==> config.mk <==
export PLATFORM = sky130hd
export DESIGN_NAME = main_mem_scheduler
export DESIGN_NICKNAME = d
export VERILOG_FILES = /design/src/rtl/main_mem_scheduler.sv
export SDC_FILE = /design/constraint.sdc
export NUM_CORES = 1
export LEC_CHECK = 0
export BUFFER_PORTS_ARGS = -buffer_cell sky130_fd_sc_hd__buf_2
export CELL_PAD_IN_SITES_DETAIL_PLACEMENT = 0
export CELL_PAD_IN_SITES_GLOBAL_PLACEMENT = 1
export CORE_MARGIN = 10
export CORE_UTILIZATION = 50
export DETAILED_ROUTE_END_ITERATION = 8
export GPL_TIMING_DRIVEN = 0
export PLACE_DENSITY = 0.95
export SLEW_MARGIN = 20
export SYNTH_ARGS = -nofsm -noshare
export SYNTH_HDL_FRONTEND = slang
export SYNTH_SLANG_ARGS = --single-unit
==> constraint.sdc <==
create_clock -name i_clk -period 7.9 [get_ports i_clk]
set_input_delay 0.395 -clock i_clk [delete_from_list [all_inputs] [get_ports i_clk]]
set_output_delay 0.395 -clock i_clk [all_outputs]
set_load 0.05 [all_outputs]
==> src/rtl/main_mem_scheduler.sv <==
// Owns the single main-memory port behind the write-through cache: buffers stores in a
// small FIFO and schedules them against refill reads without letting a read pass a matching store.
module main_mem_scheduler #(
  parameter int ADDR_W     = 10,
  parameter int DATA_W     = 32,
  parameter int WBUF_DEPTH = 4
) (
  input  logic              i_clk,
  input  logic              i_rst,
  input  logic              i_wr_req,
  input  logic [ADDR_W-1:0] i_wr_addr,
  input  logic [DATA_W-1:0] i_wr_data,
  output logic              o_wr_full,
  input  logic              i_rd_req,
  input  logic [ADDR_W-1:0] i_rd_addr,
  output logic              o_rd_valid,
  output logic [DATA_W-1:0] o_rd_data,
  output logic              o_idle,
  output logic              o_mem_req,
  output logic              o_mem_we,
  output logic [ADDR_W-1:0] o_mem_addr,
  output logic [DATA_W-1:0] o_mem_wdata,
  input  logic              i_mem_ack,
  input  logic [DATA_W-1:0] i_mem_rdata
);
  localparam int PTR_W = (WBUF_DEPTH > 1) ? $clog2(WBUF_DEPTH) : 1;
  localparam int CNT_W = $clog2(WBUF_DEPTH + 1);

  typedef enum logic [1:0] {ST_IDLE, ST_WRITE, ST_READ} state_t;

  state_t                r_state;
  logic [ADDR_W-1:0]     r_buf_addr [WBUF_DEPTH];
  logic [DATA_W-1:0]     r_buf_data [WBUF_DEPTH];
  logic [WBUF_DEPTH-1:0] r_buf_valid;
  logic [PTR_W-1:0]      r_head;
  logic [PTR_W-1:0]      r_tail;
  logic [CNT_W-1:0]      r_count;
  logic                  r_mem_req;
  logic                  r_mem_we;
  logic [ADDR_W-1:0]     r_mem_addr;
  logic [DATA_W-1:0]     r_mem_wdata;
  logic                  r_rd_valid;
  logic [DATA_W-1:0]     r_rd_data;

  logic                  w_full;
  logic                  w_push;
  logic                  w_pop;
  logic                  w_match;
  logic [WBUF_DEPTH-1:0] w_hits;

  // Full comes from the registered count, so a same-cycle pop never frees room for a push.
  assign w_full = (r_count == CNT_W'(WBUF_DEPTH));
  assign w_push = i_wr_req && !w_full;
  assign w_pop  = (r_state == ST_WRITE) && i_mem_ack;

  always_comb begin
    w_hits = '0;
    for (int i = 0; i < WBUF_DEPTH; i++) begin
      w_hits[i] = r_buf_valid[i] && (r_buf_addr[i] == i_rd_addr);
    end
  end
  assign w_match = |w_hits;

  always_ff @(posedge i_clk) begin
    if (i_rst) begin
      r_head      <= '0;
      r_tail      <= '0;
      r_count     <= '0;
      r_buf_valid <= '0;
    end else begin
      if (w_push) begin
        r_buf_addr[r_tail]  <= i_wr_addr;
        r_buf_data[r_tail]  <= i_wr_data;
        r_buf_valid[r_tail] <= 1'b1;
        r_tail              <= r_tail + 1'b1;
      end
      if (w_pop) begin
        r_buf_valid[r_head] <= 1'b0;
        r_head              <= r_head + 1'b1;
      end
      case ({w_push, w_pop})
        2'b10:   r_count <= r_count + 1'b1;
        2'b01:   r_count <= r_count - 1'b1;
        default: r_count <= r_count;
      endcase
    end
  end

  // A read goes first only when the buffer is not full and holds no store to its word;
  // any other pending work drains the head store (full guard, RAW drain, plain drain).
  always_ff @(posedge i_clk) begin
    if (i_rst) begin
      r_state     <= ST_IDLE;
      r_mem_req   <= 1'b0;
      r_mem_we    <= 1'b0;
      r_mem_addr  <= '0;
      r_mem_wdata <= '0;
      r_rd_valid  <= 1'b0;
      r_rd_data   <= '0;
    end else begin
      r_rd_valid <= 1'b0;
      case (r_state)
        ST_IDLE: begin
          if (i_rd_req && !w_full && !w_match) begin
            r_state    <= ST_READ;
            r_mem_req  <= 1'b1;
            r_mem_we   <= 1'b0;
            r_mem_addr <= i_rd_addr;
          end else if (r_count != '0) begin
            r_state     <= ST_WRITE;
            r_mem_req   <= 1'b1;
            r_mem_we    <= 1'b1;
            r_mem_addr  <= r_buf_addr[r_head];
            r_mem_wdata <= r_buf_data[r_head];
          end
        end
        ST_WRITE: begin
          if (i_mem_ack) begin
            r_state   <= ST_IDLE;
            r_mem_req <= 1'b0;
          end
        end
        ST_READ: begin
          if (i_mem_ack) begin
            r_state    <= ST_IDLE;
            r_mem_req  <= 1'b0;
            r_rd_valid <= 1'b1;
            r_rd_data  <= i_mem_rdata;
          end
        end
        default: begin
          r_state   <= ST_IDLE;
          r_mem_req <= 1'b0;
        end
      endcase
    end
  end

  assign o_wr_full   = w_full;
  assign o_rd_valid  = r_rd_valid;
  assign o_rd_data   = r_rd_data;
  assign o_mem_req   = r_mem_req;
  assign o_mem_we    = r_mem_we;
  assign o_mem_addr  = r_mem_addr;
  assign o_mem_wdata = r_mem_wdata;
  assign o_idle      = (r_count == '0) && (r_state == ST_IDLE) && !r_mem_req;

endmodule
==> results.py, run 1 <==
metrics = {
    "run_status": {
        "status": "completed",
    },
    "hold_path": {
        "hold_class": "input pin to flip-flop",
    },
    "setup_path": {
        "crit_path_start_kind": "flip-flop",
        "ff2ff_path_depth": 7,
        "required_ns": 8.06,
        "worstReg2RegStart": "r_count[0]",
        "startpoint": "r_count[0]",
        "worst-r2r-setup-slack_ns": 5.43,
        "crit_path_end_kind": "flip-flop",
        "crit_arrival_ns": 2.64,
        "reg2reg_to": "r_buf_data[0][17]",
        "crit_type": "flip-flop to flip-flop",
        "crit_path_end": "r_buf_data[0][17]",
        "cp_max_fo": 42,
    },
    "timing": {
        "tightest_slew_ns": 0.718,
        "final_hold_viol_count": 0,
        "setup_viol": 0,
        "fmax_ghz": 0.404,
        "clock_skew_ns": 0.0136,
        "slew_violations": 0,
        "relSlewSlack_pct": 52.1,
        "final.period_utilization_pct": 31.3,
        "period_needed_ns": 2.47,
        "tns_ns": 0,
        "rsz0062_at_grt": "no",
        "holdWs_ns": 0.0688,
    },
    "clocking": {
        "cts_hold_buf": 0,
        "path_clk_slew_ns": 0.06,
        "clk_latency_ns": 0.54,
        "cts_setup_buffers": 0,
        "numCtsBuffers": 26,
        "cts-resized-gates": 0,
        "cts_root_buffer": "clkbuf_16",
        "clockBufferDepth": 3,
        "cts_tree": "built",
        "cts-htree-levels": 1,
        "clock-sinks": 260,
    },
    "run": {
        "max_cap_violations": 0,
    },
    "synthesis": {
        "yosys.cell_types.count": 40,
        "syn_area_um2": 10600,
        "yosysSeqAreaShare_pct": 65.0,
        "ys_warn_count": 0,
        "syn_area_per_cell_um2": 14.5,
        "dominantRegCellSynth": "edfxtp_1",
        "synth_edf_count": 168,
        "ys_ff_latch": 260,
        "synth_nets": 835,
        "synthTopCellsByArea": "edfxtp_1, dfxtp_1, mux4_2",
        "syn_inst": 733,
        "synth_top_cell_by_area": "edfxtp_1",
        "async_flop_share_pct": 0,
        "synth_top_area_share_pct": 47.6,
    },
    "placed_design": {
        "gp_congestion": 0.773,
        "io_buffers": 156,
        "dpl.hpwl_um": 15600,
    },
    "die": {
        "fp.coreArea_um2": 21000,
        "ios": 168,
        "start_util_pct": 50.5,
        "rows": 53,
        "die_h_um": 166,
        "fp.dieW_um": 166,
        "die-area_um2": 27400,
    },
    "pwr": {
        "switching_share_pct": 27.2,
        "p_seq_share_pct": 45.0,
        "comb_power_share_pct": 17.0,
        "p_sw_mw": 0.952,
        "p_int_mw": 2.54,
        "powerDensity_nw_per_um2": 276,
        "peakVddDrop_v": 0.000208,
        "cellLeakagePower_nw": 4.71,
        "clkPwrFrac_pct": 38.0,
    },
    "finish": {
        "fillers": 1628,
        "register_area_um2": 6890,
        "final_nets": 1019,
        "area_delta_synth_final_pct": 19.5,
        "multi_input_area_um2": 3400,
        "drive_gt1_share_pct": 29.2,
        "num_antenna_cells": 0,
    },
    "detailed_routing": {
        "wirelength_um": 22800,
        "vias": 6249,
        "wl_per_cell_um": 18.8,
        "firstDrtPassIters": 5,
        "vias_per_cell": 5.16,
        "drc": 0,
        "drt_iter0_drc": 335,
        "detail-route-antenna-nets": 0,
    },
    "global_route": {
        "grt_first_pass_wirelength_um": 35100,
        "grt_max_degree": 43,
        "antenna_found_initial": 2,
        "overflow": 0,
        "grt_pass1_vias": 6700,
        "grt.total_usage_pct": 16.3,
    },
}
-- worst max-delay path, cell delays in order (launching register included) --
cell,delay (ns)
dfxtp_1,0.37
inv_1,0.09
nand3_1,0.15
and2_1,0.16
clkbuf_1,0.29
inv_1,0.13
nor2_1,0.22
and2_4,0.66
-- metal layers --
layer | up-vias | global-route usage (%) | wire length (um)
li1 | 3040 | - | -
met1 | 2991 | 19.3 | 9070
met2 | 178 | 28.8 | 11400
met3 | 38 | 4.12 | 1900
met4 | 2 | 4.03 | 422
met5 | - | 0 | 7
-- cells by family after synthesis --
kind of cell / count (synthesis) / synth area share, %
multiplexers: 75 / 12.0
adder cells (fa/ha/maj): 13 / 1.61
flip-flops: 260 / 65.0
AND/OR/NAND/NOR: 206 / 9.98
AO/OA/AOI/OAI: 72 / 4.62
XOR/XNOR: 44 / 3.71
buffers and inverters: 63 / 3.02
-- stage by stage --
step | util [%] | total power, mW | instance area, um2 | std cells | setup slack (ns)
final | 60.4 | 3.50 | 12700 | 1212 | 5.43
after global placement | 55.9 | 2.19 | 11700 | 1164 | 4.31
after global routing | 60.4 | 3.63 | 12700 | 1212 | 5.23
after detailed placement | 56.0 | 2.20 | 11700 | 1164 | 5.44
after floorplan | - | 2.04 | 10600 | 733 | 5.36
after CTS | 60.4 | 3.53 | 12700 | 1212 | 5.40
-- cells in the mapped netlist (all sizes together) (10+ instances only) --
| library cell | n |
|---|---|
| mux4 | 42 |
| inv | 11 |
| nand2 | 73 |
| dfxtp | 92 |
| clkbuf | 31 |
| a211oi | 17 |
| a2111oi | 10 |
| nand2b | 65 |
| buf | 21 |
| a21oi | 42 |
| ha | 12 |
| edfxtp | 168 |
| mux2i | 33 |
| nor3 | 13 |
| nor2 | 23 |
| xnor2 | 41 |
-- flip-flops by register name, summed over array words and instances, names as in the netlist, 2 cells and up, named ones only --
name	count
o_mem_addr	10
r_buf_addr	40
r_state	2
r_head	2
r_count	3
o_mem_wdata	32
r_tail	2
r_buf_valid	4
r_buf_data	128
o_rd_data	32
-- worst min-delay path by stage --
stage | start | end | slack, ns | cells past startpoint
2_1_floorplan | r_count[2] | r_count[2] | 0.47 | 2
3_3_place_gp | o_rd_data[27] | o_rd_data[27] | 0.44 | 2
3_5_place_dp | o_rd_data[5] | o_rd_data[5] | 0.45 | 2
4_1_cts | i_wr_data[30] | r_buf_data[1][30] | 0.05 | 1
5_1_grt | i_wr_data[1] | r_buf_data[2][1] | 0.06 | 1
6_report | i_wr_data[30] | r_buf_data[1][30] | 0.07 | 1
-- cell usage in the layout, fill, tap and decap left out, drive strengths merged, types with 2 or more instances in the layout --
cell and n:
o21ai 3, bufinv 6, or3 4, mux4 42, inv 11, nand2 73
and2 9, edfxtp 168, a2111oi 10, nor2 23, mux2i 33, clkinvlp 2
nand3 5, ha 12, clkbuf 66, xor2 3, a211oi 17, a21oi 42
nand2b 65, nand4 9, clkinv 5, buf 177, dfxtp 92, xnor2 41
nor3 13
-- area by class of cell --
cell class                 instances  area share, %
multi-input combinational        410           26.8
clock inverter                    13           1.78
clock buffer                      35           5.57
timing repair buffer             156           6.17
inverter                          11          0.326
sequential                       260           54.4
buffer                            52           2.20
tap                              275           2.72
-- power groups by stage --
stage	registers, mW	logic [mW]	clock network (mW)
2_1_floorplan	1.77	0.278	0
3_3_place_gp	1.60	0.594	0
3_5_place_dp	1.60	0.602	0
4_1_cts	1.57	0.605	1.35
5_1_grt	1.58	0.646	1.40
6_report	1.57	0.596	1.33
(Power assumes the default switching activity.)
==> run 2: changes to the inputs <==
--- a/config.mk
+++ b/config.mk
@@ -9,10 +9,10 @@
 export CELL_PAD_IN_SITES_DETAIL_PLACEMENT = 0
 export CELL_PAD_IN_SITES_GLOBAL_PLACEMENT = 1
 export CORE_MARGIN = 10
-export CORE_UTILIZATION = 50
+export CORE_UTILIZATION = 42
 export DETAILED_ROUTE_END_ITERATION = 8
 export GPL_TIMING_DRIVEN = 0
-export PLACE_DENSITY = 0.95
+export PLACE_DENSITY = 0.88
 export SLEW_MARGIN = 20
 export SYNTH_ARGS = -nofsm -noshare
 export SYNTH_HDL_FRONTEND = slang
==> constraint.sdc (replaced) <==
create_clock -name i_clk -period 2.2 [get_ports i_clk]
set_input_delay 0.11 -clock i_clk [delete_from_list [all_inputs] [get_ports i_clk]]
set_output_delay 0.11 -clock i_clk [all_outputs]
set_load 0.05 [all_outputs]
==> run 2 against run 1 <==
Against the previous run: sequential share of layout area shrank 3.5 points; clock-buffer cell count unchanged; wire length is 13% higher.
==> results.py, run 2 (same netlist as run 1, synthesis figures left out) <==
metrics = {
    "run_status": {
        "status": "completed",
    },
    "die": {
        "fp.dieW_um": 179,
        "rows": 58,
        "ios": 168,
        "die_h_um": 179,
        "fp.coreArea_um2": 25000,
        "die-area_um2": 32000,
        "start_util_pct": 42.4,
    },
    "pwr": {
        "power_mw": 12.3,
        "peakVddDrop_v": 0.000682,
        "cellLeakagePower_nw": 5.02,
        "clkPwrFrac_pct": 35.0,
        "p_int_mw": 8.76,
        "powerDensity_nw_per_um2": 906,
        "p_sw_mw": 3.50,
        "p_seq_share_pct": 46.1,
        "comb_power_share_pct": 18.9,
        "switching_share_pct": 28.6,
    },
    "timing": {
        "setup_viol": 0,
        "fmax_ghz": 0.481,
        "final_hold_viol_count": 0,
        "period_needed_ns": 2.08,
        "relSlewSlack_pct": 54.9,
        "holdWs_ns": 0.0644,
        "final.period_utilization_pct": 94.6,
        "clock_skew_ns": 0.0165,
        "rsz0062_at_grt": "no",
        "tightest_slew_ns": 0.676,
        "slew_violations": 0,
    },
    "detailed_routing": {
        "wirelength_um": 25800,
        "firstDrtPassIters": 4,
        "vias_per_cell": 4.97,
        "drc": 0,
        "wl_per_cell_um": 19.1,
        "detail-route-antenna-nets": 0,
        "vias": 6732,
        "drt_iter0_drc": 409,
    },
    "clocking": {
        "clk_latency_ns": 0.54,
        "cts_tree": "built",
        "cts_root_buffer": "clkbuf_16",
        "cts_setup_buffers": 0,
        "clock-sinks": 260,
        "numCtsBuffers": 28,
        "cts-htree-levels": 1,
        "path_clk_slew_ns": 0.06,
        "clockBufferDepth": 3,
    },
    "hold_path": {
        "min_from": "i_rd_addr[7]",
        "hold_class": "input pin to flip-flop",
        "worstHoldEndpoint": "o_mem_addr[7]",
        "whs_path_depth": 3,
    },
    "placed_design": {
        "io_buffers": 156,
        "dpl.hpwl_um": 16000,
        "gp_congestion": 0.798,
    },
    "setup_path": {
        "reg2reg_to": "r_count[2]",
        "cp_max_fo": 7,
        "crit_arrival_ns": 2.54,
        "crit_type": "flip-flop to flip-flop",
        "ff2ff_path_depth": 10,
        "crit_path_start_kind": "flip-flop",
        "worst-r2r-setup-slack_ns": 0.12,
        "worstReg2RegStart": "r_count[0]",
        "crit_path_end_kind": "flip-flop",
        "required_ns": 2.66,
    },
    "global_route": {
        "grt.total_usage_pct": 15.9,
        "grt_pass1_vias": 7102,
        "grt_max_degree": 22,
        "antenna_found_initial": 0,
        "overflow": 0,
        "grt_first_pass_wirelength_um": 40000,
    },
    "finish": {
        "area_delta_synth_final_pct": 27.8,
        "fin_util_pct": 54.2,
        "regMostFlops": "r_buf_data",
        "largestRegisters": "r_buf_data: 128 flops, r_buf_addr: 40 flops",
        "largest_reg_flops": 128,
        "register_area_um2": 6890,
        "fillers": 2100,
        "drive_gt1_share_pct": 28.2,
        "multi_input_area_um2": 3490,
        "final_nets": 1105,
        "layout_common_cells": "edfxtp_1, buf_2, dfxtp_1",
        "final_common_cell": "edfxtp_1",
        "num_antenna_cells": 0,
    },
    "run": {
        "max_cap_violations": 0,
    },
}
run 2: how the worst max path moves through the flow:
stage,start,end,slack (ns)
2_1_floorplan,r_count[0],r_count[2],0.07
3_3_place_gp,r_count[0],r_buf_data[0][25],-0.60
3_5_place_dp,r_count[0],r_buf_data[0][25],-0.26
4_1_cts,r_count[0],r_count[2],0.03
5_1_grt,r_count[2],o_idle,0.007
6_report,r_count[0],r_count[2],0.12
run 2: per-layer routing:
| metal | vias up | part of all wire [%] | global-route usage [%] |
|---|---|---|---|
| met2 | 190 | 48 | 26.6 |
| met4 | 0 | 1.5 | 3.41 |
| met1 | 3284 | 43 | 20.3 |
| li1 | 3225 | - | - |
| met5 | - | 0 | 0 |
| met3 | 33 | 7.0 | 4.09 |
run 2: area by class of cell:
type                       count  share of cell area (%)
multi-input combinational    417                    25.8
timing repair buffer         236                    11.7
clock buffer                  35                    5.37
clock inverter                17                   0.887
tap                          330                    3.05
sequential                   260                    50.9
buffer                        49                    2.05
inverter                      11                   0.305
run 2: worst max-delay path: stages, from the launching register on:
cell and delay, ns:
dfxtp_1 0.34, inv_2 0.08, nand3_2 0.10, and2_4 0.21, inv_2 0.09, ha_2 0.19
inv_1 0.05, fa_1 0.36, xor2_1 0.16, or3_1 0.30, a21oi_1 0.13
run 2: power by group through the flow:
stage / clock (mW) / combinational, mW / sequential, mW
3_3_place_gp: 0 / 2.15 / 5.74
6_report: 4.29 / 2.32 / 5.65
4_1_cts: 4.43 / 2.33 / 5.65
2_1_floorplan: 0 / 1.00 / 6.34
3_5_place_dp: 0 / 2.18 / 5.75
5_1_grt: 4.61 / 2.50 / 5.68
run 2: stage by stage:
step	instance area [um2]	std cells	worst slack, ns	setup TNS, ns
after floorplan	10600	733	0.0739	0
after global placement	11800	1219	-0.599	-94.63
after detailed placement	11800	1219	-0.259	-41.12
after CTS	13500	1356	0.0330	0
after global routing	13500	1355	0.00737	0
final	13500	1355	0.119	0
run 2: what timing repair did:
item	4_1_cts	5_1_grt
gates cloned	7	0
pin swaps	5	0
hold buffers	80	0
resized for setup	10	16
endpoints found under the setup margin	169	24
endpoints found under the hold margin	208	0
